===== src/rtl/cm_sort_ser.sv =====
// Serialises the first KCNT words of a sorted DCNT-word vector onto a valid/ready stream.
// One-cycle capture latency; vectors that arrive while the block cannot accept them are dropped and counted.
module cm_sort_ser #(
    parameter int DCNT   = 4,
    parameter int DWIDTH = 8,
    parameter int KCNT   = 4,
    parameter int DESC   = 0,
    parameter int CNT_W  = 16,
    localparam int IW    = (DCNT > 2) ? $clog2(DCNT) : 1
) (
    input  logic                         i_clk,
    input  logic                         i_rst,
    input  logic                         i_vld,
    input  logic [DCNT-1:0][DWIDTH-1:0]  i_data,
    output logic                         o_rdy,
    output logic                         o_vld,
    input  logic                         i_rdy,
    output logic [DWIDTH-1:0]            o_data,
    output logic [IW-1:0]                o_idx,
    output logic                         o_last,
    output logic                         o_drop,
    output logic [CNT_W-1:0]             o_drop_cnt
);

    typedef enum logic {IDLE, SEND} state_t;

    state_t                      state, state_nxt;
    logic [IW-1:0]               k, k_nxt;
    logic [DCNT-1:0][DWIDTH-1:0] hold;
    logic                        capture, advance, drop, xfer;

    // Maps the word counter onto a source position according to emission order.
    function automatic logic [IW-1:0] idx_of(input logic [IW-1:0] kk);
        if (DESC != 0)
            return IW'(DCNT - 1) - kk;
        else
            return kk;
    endfunction

    assign o_vld = (state == SEND);

    always_comb begin
        state_nxt = state;
        k_nxt     = k;
        advance   = 1'b0;
        xfer      = o_vld & i_rdy;
        o_rdy     = (state == IDLE) | (i_rdy & o_last);
        capture   = i_vld & o_rdy;
        drop      = i_vld & ~o_rdy;
        case (state)
            IDLE: begin
                if (capture) begin
                    state_nxt = SEND;
                    k_nxt     = '0;
                end
            end
            SEND: begin
                if (xfer) begin
                    if (!o_last) begin
                        k_nxt   = k + IW'(1);
                        advance = 1'b1;
                    end else if (i_vld) begin
                        k_nxt = '0;
                    end else begin
                        state_nxt = IDLE;
                    end
                end
            end
            default: state_nxt = IDLE;
        endcase
    end

    always_ff @(posedge i_clk) begin
        if (i_rst) begin
            state <= IDLE;
            k     <= '0;
        end else begin
            state <= state_nxt;
            k     <= k_nxt;
        end
    end

    // Output word registers are loaded one step ahead so they are stable during stalls.
    always_ff @(posedge i_clk) begin
        if (i_rst) begin
            hold   <= '0;
            o_data <= '0;
            o_idx  <= '0;
            o_last <= 1'b0;
        end else if (capture) begin
            hold   <= i_data;
            o_data <= i_data[idx_of('0)];
            o_idx  <= idx_of('0);
            o_last <= (KCNT == 1);
        end else if (advance) begin
            o_data <= hold[idx_of(k_nxt)];
            o_idx  <= idx_of(k_nxt);
            o_last <= (k_nxt == IW'(KCNT - 1));
        end
    end

    always_ff @(posedge i_clk) begin
        if (i_rst) begin
            o_drop     <= 1'b0;
            o_drop_cnt <= '0;
        end else begin
            o_drop <= drop;
            if (drop && (o_drop_cnt != {CNT_W{1'b1}}))
                o_drop_cnt <= o_drop_cnt + CNT_W'(1);
        end
    end

endmodule

===== config.mk =====
export PLATFORM = sky130hd
export DESIGN_NAME = cm_sort_ser
export DESIGN_NICKNAME = d
export VERILOG_FILES = /design/src/rtl/cm_sort_ser.sv
export SDC_FILE = /design/constraint.sdc
export NUM_CORES = 1
export LEC_CHECK = 0
export BUFFER_PORTS_ARGS = -buffer_cell sky130_fd_sc_hd__clkbuf_2
export CORE_MARGIN = 5
export CORE_UTILIZATION = 45
export CTS_CLUSTER_SIZE = 24
export DETAILED_ROUTE_END_ITERATION = 16
export PLACE_DENSITY_LB_ADDON = 0.25
export SLEW_MARGIN = 0
export SYNTH_ARGS = -nofsm -noshare
export SYNTH_HDL_FRONTEND = slang
export SYNTH_SLANG_ARGS = --single-unit

===== constraint.sdc =====
create_clock -name i_clk -period 2.6 [get_ports i_clk]
set_clock_uncertainty 0.2 [all_clocks]
set_input_delay 0.13 -clock i_clk [delete_from_list [all_inputs] [get_ports i_clk]]
set_output_delay 0.13 -clock i_clk [all_outputs]
set_load 0.005 [all_outputs]

==> results of run 1 <==
==> cells by family after synthesis <==
family          after synthesis  share of synthesized area
compound gates              106                     0.2441
xor+xnor                     14                    0.04132
mux                           1                   0.003373
simple gates                149                     0.2416
fa+ha+maj                     1                   0.004215
flops                        63                     0.4250
buf+inv                      26                    0.04047
==> critical path, cell delays in order (launching register included) <==
cell	delay, ns
dfxtp_1	0.53
a21boi_4	0.32
nand2b_1	0.14
buf_4	0.37
nand2_1	0.14
o31a_1	0.26
a31oi_1	0.12
==> synth_stat cells, drive strengths merged (2+ instances only) <==
library cell / count / area share
nand2b: 10 / 0.022
xnor2: 14 / 0.041
a31oi: 8 / 0.017
nor3: 4 / 0.0067
nand4: 3 / 0.0063
a21o: 8 / 0.020
nor3b: 2 / 0.0051
inv: 4 / 0.0051
nor2b: 3 / 0.0063
dfxtp: 63 / 0.42
o31a: 9 / 0.027
o2111ai: 8 / 0.024
buf: 10 / 0.020
nor2: 21 / 0.027
a21oi: 47 / 0.079
o21bai: 8 / 0.020
clkbuf: 12 / 0.015
o21ai: 8 / 0.013
a211oi: 4 / 0.010
nor4: 6 / 0.018
nand3: 16 / 0.027
and4bb: 2 / 0.0084
nand2: 74 / 0.096
and3: 2 / 0.0042
==> cell type report <==
cell class / count / area share
inverters: 4 / 0.003873
repair buffers: 106 / 0.1846
clock buffers: 11 / 0.03648
clock inverters: 5 / 0.01485
flip-flops and latches: 63 / 0.3254
multi-input cells: 271 / 0.4099
well taps: 77 / 0.02485
==> stage by stage <==
stage | std cells | instance area, um2 | utilization
global placement | 488 | 3347 | 0.5241
finish | 537 | 3876 | 0.6070
floorplan | 360 | 2968 | -
detailed placement | 488 | 3347 | 0.5241
global route | 537 | 3876 | 0.6070
CTS | 537 | 3876 | 0.6070
==> power groups by stage <==
stage | Combinational (mW) | Clock [mW] | Sequential, mW
6_report | 0.267 | 0.858 | 1.04
5_1_grt | 0.295 | 0.920 | 1.04
4_1_cts | 0.268 | 0.872 | 1.04
3_5_place_dp | 0.228 | 0 | 1.06
3_3_place_gp | 0.224 | 0 | 1.06
2_1_floorplan | 0.147 | 0 | 1.05
==> per-layer routing <==
metal	share of wire	GRT usage	vias up
met3	0.063	0.05289	10
met4	0.011	0.05990	0
li1	-	-	1468
met5	0	0	-
met1	0.46	0.2481	1389
met2	0.47	0.2981	92
==> final timing paths <==
kind / startpoint / end / cells past startpoint
min reg2reg: hold[27] / hold[27] / 2
max reg2reg: o_vld / o_data[1] / 6
max: o_vld / o_data[1] / 6
min: i_vld / o_drop / 3
==> sequential cells by signal, summed over array words and instances, names as in the netlist <==
signal / cells
o_data: 8
o_idx: 2
o_drop_cnt: 16
o_drop: 1
k: 2
o_vld: 1
hold: 32
o_last: 1
==> cell usage in the layout, fill, tap and decap left out, types with 2 or more instances in the layout <==
cell type / Yosys / layout
inv_1: 4 / 4
nor3b_1: 2 / 2
nor4_1: 5 / 5
nand3_1: 16 / 16
a211oi_1: 4 / 4
clkinvlp_4: 0 / 3
dlygate4sd3_1: 0 / 33
clkbuf_2: 0 / 65
o21bai_1: 8 / 8
clkbuf_8: 0 / 10
and3_1: 2 / 2
a31oi_1: 8 / 8
nor2b_1: 3 / 3
nand4_1: 3 / 3
nor3_1: 4 / 4
nor2_1: 21 / 20
nand2_1: 73 / 73
xnor2_1: 14 / 14
and4bb_2: 2 / 2
a21o_1: 8 / 8
buf_4: 0 / 8
o21ai_0: 8 / 8
o2111ai_1: 8 / 8
dfxtp_1: 63 / 63
o31a_1: 8 / 8
a21oi_1: 47 / 47
nand2b_1: 9 / 9
==> timing repair <==
item	in CTS	in global routing
hold endpoints to repair	34	0
hold buffers	33	0
setup buffers	0	0
setup endpoints to repair	0	0
==> impl_metrics.sql, run 1 <==
INSERT INTO impl_metrics (metric_group, metric, value, unit) VALUES
('pwr', 'switching_share', '0.2595', ''),
('job', 'max_cap_violations', '0', ''),
('grt', 'vias_in_the_first_global_route', '2750', ''),
('yosys', 'synthCells', '360', ''),
('finish', 'multi_input_area', '1589', 'um2'),
('detailed_routing', 'drtIter0Drc', '160', ''),
('yosys', 'synth.yosys.warnings', '0', ''),
('yosys', 'syn_area_per_cell', '8.244', 'um2'),
('finish', 'syn2layout_area_growth', '30.61', '%'),
('sta', 'timing_max_transition_violations_final', '0', ''),
('sta', 'worst_slew_pin_slew', '1.012', 'ns'),
('die', 'io_pins', '66', ''),
('grt', 'grt_remaining_overflow', '0', ''),
('critical_path', 'worstPathRequired', '2.66', 'ns'),
('yosys', 'synth_edf_count', '0', ''),
('finish', 'num-fill-cells', '587', ''),
('finish', 'antenna_cells', '0', ''),
('sta', 'rsz0062_at_grt', 'false', ''),
('grt', 'track_usage', '0.1882', ''),
('die', 'floorplan.rows', '29', ''),
('placement', 'post-place-ws', '0.4465', 'ns'),
('grt', 'antenna_violations_before_repair', '0', ''),
('grt', 'grt_pass1_wl', '12880', 'um'),
('pwr', 'ir_drop', '0.0002888', 'V'),
('detailed_routing', 'post-route-drc-count', '0', ''),
('clock_tree', 'buffer_levels_on_the_longest_clock_path', '2', ''),
('yosys', 'cell_area_synth', '2968', 'um2'),
('sta', 'setup_viol', '0', ''),
('detailed_routing', 'routed_wl', '7928', 'um'),
('yosys', 'synth_async_sr_flop_share', '0', ''),
('die', 'die-area', '8319', 'um2'),
('sta', 'hold_viol_final', '0', ''),
('die', 'die-height', '91.21', 'um'),
('yosys', 'postSynthNetCount', '397', ''),
('clock_tree', 'ctsResizeCount', '0', ''),
('critical_path', 'crit_fanout', '40', ''),
('sta', 'max_freq', '458.0', 'MHz'),
('clock_tree', 'root_buffer', 'clkbuf_8', ''),
('yosys', 'yosys_register_bits', '63', ''),
('clock_tree', 'path_clk_slew', '0.07', 'ns'),
('pwr', 'switching_power_summed_over_all_nets', '0.5617', 'mW'),
('finish', 'drive_gt1_frac', '0.2174', ''),
('pwr', 'cellLeakagePower', '1.500', 'nW'),
('pwr', 'internal-power', '1.602', 'mW'),
('clock_tree', 'tritoncts', 'yes', ''),
('die', 'placeableCoreArea', '6386', 'um2'),
('pwr', 'combinationalPowerShare', '0.124', ''),
('detailed_routing', 'drt_pass1_iterations', '5', ''),
('clock_tree', 'cts-buffers-inserted', '9', ''),
('detailed_routing', 'detailroute.via_count', '2959', ''),
('critical_path', 'cp_startpoint_kind', 'register', ''),
('pwr', 'relative_contribution_of_sequential_cells_to_total_power', '0.480', ''),
('hold_path', 'worstHoldPathType', 'input port to register', ''),
('pwr', 'total_power_divided_by_cell_area', '558.3', 'nW/um2'),
('pwr', 'post-layout-total-power', '2.164', 'mW'),
('sta', 'finalWorstSetupSlack', '0.4164', 'ns'),
('yosys', 'synthFlopType', 'dfxtp_1', ''),
('detailed_routing', 'routedWlPerCell', '14.76', 'um'),
('die', 'floorplan.initialDensity', '0.4647', ''),
('outcome', 'run_status', 'complete, no violations', ''),
('sta', 'fin_worst_hold_slack', '0.1928', 'ns'),
('placement', 'globalplace.congestion', '0.7962', ''),
('clock_tree', 'insertion_delay', '0.34', 'ns'),
('sta', 'timing.final.crit_period', '2.184', 'ns'),
('detailed_routing', 'detail_routed_via_count_per_cell', '5.510', ''),
('clock_tree', 'cts_sinks', '63', ''),
('critical_path', 'worst-endpoint-arrival', '2.25', 'ns'),
('clock_tree', 'htreeDepth', '3', ''),
('detailed_routing', 'antenna_violating_nets_post_route', '0', ''),
('critical_path', 'crit_type', 'register to register', ''),
('yosys', 'synth-seq-area-share', '0.4250', ''),
('placement', 'place.port_buffers', '65', ''),
('sta', 'relSlewSlack', '0.3251', ''),
('critical_path', 'worst-r2r-setup-slack', '0.42', 'ns'),
('grt', 'grt_start_max_net_pins', '51', ''),
('sta', 'timing.setup.tns', '0', 'ns'),
('pwr', 'share_clk_of_total_power', '0.396', ''),
('die', 'die_width', '91.21', 'um'),
('finish', 'num-nets-final', '492', ''),
('finish', 'seqCellArea', '1261', 'um2'),
('critical_path', 'critical_path_end_type', 'register', ''),
('sta', 'fin_crit_sh', '0.8399', ''),
('yosys', 'post_synth_num_cell_types', '44', ''),
('placement', 'hpwlAfterDp', '5279', 'um');
Power figures use the tool's default switching activity.
==> run 2, diff against run 1 <==
Clock period 2.6 ns to 2.2 ns, I/O delays scaled along.
==> run 2 against run 1 <==
  * Core utilization up 1.7 points
  * Global-route usage up 0.87 points
  * Die area unchanged
  * Clock power up 20%
  * Via count down 1.9%
  * Critical path depth up 2
  * Non-clock buffer count up 8
  * Sequential power up 18%
  * Critical path type is now input port to register
  * Critical endpoint is now o_data[5]
  * Largest power group unchanged
==> impl_metrics.sql, run 2 (same netlist as run 1, synthesis figures left out) <==
INSERT INTO impl_metrics (metric_group, metric, value, unit) VALUES
('placement', 'post-place-ws', '0.09507', 'ns'),
('finish', 'num-fill-cells', '558', ''),
('critical_path', 'path_cells', 'dlygate4sd3_1, clkbuf_2, and4bb_2, o31ai_4, buf_4, nand3_1, a21o_1, a31oi_1', ''),
('die', 'floorplan.rows', '29', ''),
('critical_path', 'crit_fanout', '8', ''),
('placement', 'hpwlAfterDp', '5395', 'um'),
('critical_path', 'worst-endpoint-arrival', '2.13', 'ns'),
('critical_path', 'critPathMaxStageDelay', '0.54', 'ns'),
('finish', 'largest_register', 'hold', ''),
('clock_tree', 'htreeDepth', '3', ''),
('critical_path', 'crit_type', 'input port to register', ''),
('finish', 'layout.cells.non_filler', '544', ''),
('sta', 'hold_viol_final', '0', ''),
('die', 'placeableCoreArea', '6386', 'um2'),
('clock_tree', 'insertion_delay', '0.34', 'ns'),
('sta', 'relSlewSlack', '0.6422', ''),
('job', 'max_cap_violations', '0', ''),
('finish', 'final_common_cell', 'nand2_1', ''),
('sta', 'fin_worst_hold_slack', '0.1008', 'ns'),
('clock_tree', 'cts_sinks', '63', ''),
('sta', 'rsz0062_at_grt', 'false', ''),
('die', 'die-height', '91.21', 'um'),
('sta', 'timing_max_transition_violations_final', '0', ''),
('clock_tree', 'buffer_levels_on_the_longest_clock_path', '2', ''),
('outcome', 'run_status', 'complete, no violations', ''),
('placement', 'dpl_cell_area', '3437', 'um2'),
('sta', 'timing.setup.tns', '0', 'ns'),
('detailed_routing', 'routed_wl', '8099', 'um'),
('detailed_routing', 'drtIter0Drc', '137', ''),
('clock_tree', 'tritoncts', 'yes', ''),
('sta', 'max_freq', '485.1', 'MHz'),
('pwr', 'total_power_divided_by_cell_area', '651.2', 'nW/um2'),
('critical_path', 'critical_path_end_type', 'register', ''),
('placement', 'place.port_buffers', '65', ''),
('clock_tree', 'path_clk_slew', '0.07', 'ns'),
('detailed_routing', 'routedWlPerCell', '14.89', 'um'),
('die', 'io_pins', '66', ''),
('finish', 'syn2layout_area_growth', '34.32', '%'),
('die', 'floorplan.initialDensity', '0.4647', ''),
('placement', 'globalplace.congestion', '0.7792', ''),
('placement', 'place_inst', '495', ''),
('grt', 'grt_start_max_net_pins', '41', ''),
('pwr', 'cellLeakagePower', '1.567', 'nW'),
('grt', 'vias_in_the_first_global_route', '2703', ''),
('finish', 'postLayoutCoreUtil', '0.6242', ''),
('critical_path', 'cp_startpoint_kind', 'input port', ''),
('finish', 'top_flop_regs', 'hold: 32 flops, o_drop_cnt: 16 flops, o_data: 8 flops', ''),
('finish', 'drive_gt1_frac', '0.2313', ''),
('finish', 'num-nets-final', '500', ''),
('detailed_routing', 'antenna_violating_nets_post_route', '0', ''),
('pwr', 'ir_drop', '0.0003673', 'V'),
('finish', 'largest_register_ff_count', '32', ''),
('sta', 'finalWorstSetupSlack', '0.1388', 'ns'),
('detailed_routing', 'post-route-drc-count', '0', ''),
('detailed_routing', 'detailroute.via_count', '2904', ''),
('die', 'die_width', '91.21', 'um'),
('die', 'die-area', '8319', 'um2'),
('finish', 'final_cell_area', '3986', 'um2'),
('grt', 'track_usage', '0.1969', ''),
('pwr', 'post-layout-total-power', '2.596', 'mW'),
('sta', 'fin_crit_sh', '0.9369', ''),
('clock_tree', 'cts_post_setup_buffers_inserted', '0', ''),
('detailed_routing', 'detail_routed_via_count_per_cell', '5.338', ''),
('grt', 'antenna_violations_before_repair', '0', ''),
('clock_tree', 'root_buffer', 'clkbuf_8', ''),
('hold_path', 'worstHoldPathType', 'input port to register', ''),
('sta', 'setup_viol', '0', ''),
('critical_path', 'slowest_cell_on_crit_path', 'dlygate4sd3_1', ''),
('critical_path', 'worstPathRequired', '2.27', 'ns'),
('clock_tree', 'cts-buffers-inserted', '9', ''),
('sta', 'worst_slew_pin_slew', '0.5367', 'ns'),
('finish', 'antenna_cells', '0', ''),
('grt', 'grt_remaining_overflow', '0', ''),
('sta', 'timing.final.crit_period', '2.061', 'ns'),
('finish', 'most_used_cells_in_the_layout_excluding_fill_and_tap_cells', '73 x nand2_1, 65 x clkbuf_2, 63 x dfxtp_1', ''),
('detailed_routing', 'drt_pass1_iterations', '4', ''),
('grt', 'grt_pass1_wl', '13410', 'um');
## run 2: changes by cell type in the layout (fill, tap and decap cells not counted)
cell,delta
nor2_2,-1
clkinvlp_4,-2
nor2_4,+1
and2_1,-1
nor3b_1,-1
and2_2,+1
clkbuf_8,+1
dlygate4sd3_1,+1
nor3b_2,+1
buf_12,+3
buf_4,+4
## run 2: cell type report
cell class	count	area, um2	share of cell area
tap	77	96.34	0.02417
multi-input combinational	271	1600	0.4014
sequential	63	1261	0.3164
clock buffer	12	155.1	0.03892
inverter	4	15.01	0.003766
clock inverter	3	42.54	0.01067
timing repair buffer	114	815.8	0.2046
## run 2: timing repair
item / in CTS / in global routing
endpoints found under the hold margin: 38 / 0
hold buffers: 34 / 0
resized for setup: 0 / 3
endpoints found under the setup margin: 0 / 17
## run 2: power by group
group	leakage, nW	total [mW]	internal, mW	switching (mW)
logic	0.953	0.342	0.167	0.175
clock network	0.0985	1.03	0.577	0.450
registers	0.515	1.23	1.19	0.0319
## run 2: per-layer routing
| metal | share of wire | up-vias | global-route usage | routed length (um) |
|---|---|---|---|---|
| met3 | 0.055 | 13 | 0.04380 | 445 |
| met1 | 0.47 | 1342 | 0.2697 | 3789 |
| met2 | 0.46 | 66 | 0.3005 | 3712 |
| met4 | 0.019 | 0 | 0.07824 | 152 |
| met5 | 0 | - | 0 | 0 |
| li1 | - | 1483 | - | - |
## run 2: worst max-delay path, delay by kind of cell
family          cells  cell delay [ns]
simple gates        2             0.36
buf+inv             3             0.94
compound gates      3             0.72
## run 2: worst paths after layout
kind | endpoint | cells after the start | startpoint | slack (ns)
worst min register to register | hold[17] | 2 | hold[17] | 0.25
worst max register to register | o_data[5] | 6 | o_last | 0.16
worst min-delay path | o_drop_cnt[9] | 2 | i_rst | 0.10
worst max-delay path | o_data[5] | 8 | i_rdy | 0.14
==> run 3, diff against run 2 <==
Settings changed: ABC_AREA set to 1.
==> run 3 against run 2 <==
  * Sequential share of layout area rose by 0.11 points
  * Total power rose by 2.7%
  * Largest cell class unchanged
  * Via count rose by 6.8%
  * Synthesized cell count rose by 19%
  * Fmax rose by 8.0%
  * Hold slack got worse by 0.070 ns
  * Final cell count rose by 13%
  * Die area rose by 2.3%
  * Clock power barely moved
  * Core utilization fell by 3.0 points
  * Critical path type is now register to register
  * Final area fell by 0.35%
==> impl_metrics.sql, run 3 <==
INSERT INTO impl_metrics (metric_group, metric, value, unit) VALUES
('yosys', 'cell_area_synth', '3044', 'um2'),
('detailed_routing', 'detailroute.via_count', '3102', ''),
('critical_path', 'timing.rr.start', 'o_drop_cnt[1]', ''),
('detailed_routing', 'post-route-drc-count', '0', ''),
('critical_path', 'crit_fanout', '10', ''),
('yosys', 'post_synth_num_cell_types', '31', ''),
('yosys', 'syn_area_per_cell', '7.096', 'um2'),
('yosys', 'postSynthNetCount', '466', ''),
('critical_path', 'reg2reg_depth', '8', ''),
('finish', 'drive_gt1_frac', '0.2351', ''),
('placement', 'post-place-ws', '0.2504', 'ns'),
('die', 'floorplan.rows', '30', ''),
('yosys', 'ys_top_cells_by_count', '112 x nand2_1, 63 x dfxtp_1, 50 x a21oi_1, 35 x o21ai_0', ''),
('placement', 'place_inst', '560', ''),
('detailed_routing', 'drt_pass1_iterations', '4', ''),
('clock_tree', 'insertion_delay', '0.35', 'ns'),
('placement', 'place.port_buffers', '65', ''),
('grt', 'grt_remaining_overflow', '0', ''),
('pwr', 'relative_contribution_of_sequential_cells_to_total_power', '0.467', ''),
('sta', 'timing.setup.tns', '0', 'ns'),
('clock_tree', 'tritoncts', 'yes', ''),
('sta', 'rsz0062_at_grt', 'false', ''),
('grt', 'grt_pass1_wl', '13540', 'um'),
('sta', 'fin_crit_sh', '0.8679', ''),
('clock_tree', 'path_clk_slew', '0.08', 'ns'),
('yosys', 'synth_edf_count', '0', ''),
('sta', 'timing.final.crit_period', '1.909', 'ns'),
('critical_path', 'worstPathRequired', '2.28', 'ns'),
('pwr', 'internal-power', '1.907', 'mW'),
('finish', 'most_used_cells_in_the_layout_excluding_fill_and_tap_cells', '112 x nand2_1, 65 x clkbuf_2, 63 x dfxtp_1', ''),
('finish', 'syn2layout_area_growth', '30.50', '%'),
('finish', 'largest_register', 'hold', ''),
('sta', 'finalWorstSetupSlack', '0.2906', 'ns'),
('pwr', 'ir_drop', '0.0004327', 'V'),
('hold_path', 'worstHoldPathType', 'input port to register', ''),
('sta', 'timing_max_transition_violations_final', '0', ''),
('sta', 'worst_slew_pin_slew', '0.3937', 'ns'),
('grt', 'track_usage', '0.1960', ''),
('critical_path', 'critical_path_end_type', 'register', ''),
('pwr', 'cellLeakagePower', '1.742', 'nW'),
('hold_path', 'whs_path_depth', '3', ''),
('pwr', 'switching_share', '0.2845', ''),
('detailed_routing', 'drtIter0Drc', '133', ''),
('yosys', 'synth_async_sr_flop_share', '0', ''),
('yosys', 'synth-seq-area-share', '0.4143', ''),
('finish', 'layout.cells.non_filler', '616', ''),
('clock_tree', 'buffer_levels_on_the_longest_clock_path', '2', ''),
('job', 'max_cap_violations', '0', ''),
('yosys', 'synthFlopType', 'dfxtp_1', ''),
('die', 'io_pins', '66', ''),
('die', 'die_width', '92.25', 'um'),
('die', 'floorplan.initialDensity', '0.4556', ''),
('grt', 'vias_in_the_first_global_route', '3000', ''),
('critical_path', 'crit_type', 'register to register', ''),
('outcome', 'run_status', 'complete, no violations', ''),
('pwr', 'total_power_divided_by_cell_area', '670.9', 'nW/um2'),
('finish', 'num-nets-final', '568', ''),
('yosys', 'yosys_register_bits', '63', ''),
('hold_path', 'holdPathEnd', 'o_drop_cnt[15]', ''),
('yosys', 'ranking_of_synthesized_cells_by_area', 'dfxtp_1 41%, nand2_1 14%, a21oi_1 8.2%', ''),
('clock_tree', 'cts-buffers-inserted', '9', ''),
('critical_path', 'worst-endpoint-arrival', '1.99', 'ns'),
('grt', 'antenna_violations_before_repair', '0', ''),
('die', 'placeableCoreArea', '6681', 'um2'),
('grt', 'grt_met3_usage', '0.04430', ''),
('clock_tree', 'cts_sinks', '63', ''),
('critical_path', 'worst-r2r-setup-slack', '0.29', 'ns'),
('sta', 'relSlewSlack', '0.7373', ''),
('die', 'die-area', '8510', 'um2'),
('finish', 'largest_register_ff_count', '32', ''),
('critical_path', 'cp_startpoint_kind', 'register', ''),
('detailed_routing', 'routed_wl', '8025', 'um'),
('yosys', 'synthCells', '429', ''),
('placement', 'hpwlAfterDp', '5285', 'um'),
('detailed_routing', 'routedWlPerCell', '13.03', 'um'),
('finish', 'top_flop_regs', 'hold: 32 flops, o_drop_cnt: 16 flops, o_data: 8 flops', ''),
('grt', 'grt_use_met2', '0.3345', ''),
('yosys', 'post-synth-top-area-cell', 'dfxtp_1', ''),
('detailed_routing', 'antenna_violating_nets_post_route', '0', ''),
('grt', 'grt_start_max_net_pins', '33', ''),
('finish', 'final_common_cell', 'nand2_1', ''),
('grt', 'grt-busiest-layer', 'met2', ''),
('clock_tree', 'htreeDepth', '3', ''),
('pwr', 'combinationalPowerShare', '0.153', ''),
('die', 'die-height', '92.25', 'um'),
('yosys', 'synth_largest_type_area_fraction', '0.4143', ''),
('grt', 'global_route.usage.met1', '0.2501', ''),
('detailed_routing', 'detail_routed_via_count_per_cell', '5.036', ''),
('pwr', 'switching_power_summed_over_all_nets', '0.7582', 'mW'),
('clock_tree', 'root_buffer', 'clkbuf_8', ''),
('hold_path', 'min-delay-start', 'i_rst', ''),
('sta', 'hold_viol_final', '0', ''),
('finish', 'antenna_cells', '0', ''),
('pwr', 'share_clk_of_total_power', '0.380', ''),
('critical_path', 'worstReg2RegEnd', 'o_drop_cnt[2]', ''),
('sta', 'max_freq', '523.7', 'MHz'),
('sta', 'setup_viol', '0', ''),
('yosys', 'most_common_cell_in_the_netlist', 'nand2_1', ''),
('yosys', 'synth.yosys.warnings', '0', ''),
('clock_tree', 'ctsResizeCount', '0', ''),
('placement', 'globalplace.congestion', '0.8563', '');
==> run 3: final cells by class <==
cell class | count | area (um2)
fillers | 639 | 2709
inverters | 36 | 137.6
well taps | 80 | 100.1
clock inverters | 7 | 73.82
multi-input cells | 310 | 1520
flip-flops and latches | 63 | 1261
repair buffers | 111 | 755.7
clock buffers | 9 | 123.9
==> run 3: worst max path at each step <==
stage,start,end,depth (start not counted)
global route,o_drop_cnt[1],o_drop_cnt[5],9
CTS,o_drop_cnt[1],o_drop_cnt[5],9
finish,o_drop_cnt[1],o_drop_cnt[2],8
floorplan,o_drop_cnt[1],o_drop_cnt[11],9
detailed placement,o_drop_cnt[1],o_drop_cnt[5],9
global placement,o_drop_cnt[1],o_drop_cnt[10],9
==> run 3: power groups by stage <==
stage / Sequential (mW) / Combinational, mW / Clock, mW
after floorplan: 1.26 / 0.244 / 0
after global placement: 1.27 / 0.342 / 0
after detailed placement: 1.27 / 0.347 / 0
after CTS: 1.24 / 0.396 / 1.03
after global routing: 1.25 / 0.460 / 1.08
final: 1.24 / 0.408 / 1.01
==> run 3: layer usage <==
layer  share of wire  vias up
met5               0        -
met4           0.014        0
met3           0.049       11
met2            0.48       74
met1            0.46     1423
li1                -     1594
==> run 3: cell families (layout without fill, tap and decap cells) <==
| family | count (synthesis) | count (layout) | synth area share |
|---|---|---|---|
| XOR/XNOR | 8 | 8 | 0.02302 |
| adder cells (fa/ha/maj) | 1 | 1 | 0.004109 |
| flip-flops | 63 | 63 | 0.4143 |
| AO/OA/AOI/OAI | 96 | 96 | 0.1665 |
| buffers and inverters | 56 | 163 | 0.08632 |
| AND/OR/NAND/NOR | 205 | 205 | 0.3058 |
==> run 3: worst max-delay path: stages, from the launching register on <==
cell     delay (ns)
dfxtp_1        0.40
ha_1           0.20
nand2_1        0.10
nor2_2         0.20
nand4_1        0.20
nand2_4        0.19
buf_4          0.17
o21ai_0        0.07
a21oi_1        0.13
==> run 3: repair_timing <==
| action | 4_1_cts | 5_1_grt |
|---|---|---|
| buffers inserted | 0 | 6 |
| hold buffers | 34 | 0 |
| hold endpoints to repair | 44 | 0 |
| setup endpoints to repair | 0 | 1 |
==> run 3: metrics by stage <==
step | utilization | instance area [um2] | hold slack (ns) | total power, mW
floorplan | - | 3044 | -0.01385 | 1.508
global placement | 0.5073 | 3390 | 0.1456 | 1.611
detailed placement | 0.5073 | 3390 | 0.1481 | 1.616
CTS | 0.5878 | 3928 | 0.02787 | 2.670
global route | 0.5946 | 3973 | 0.04112 | 2.794
finish | 0.5946 | 3973 | 0.03058 | 2.665
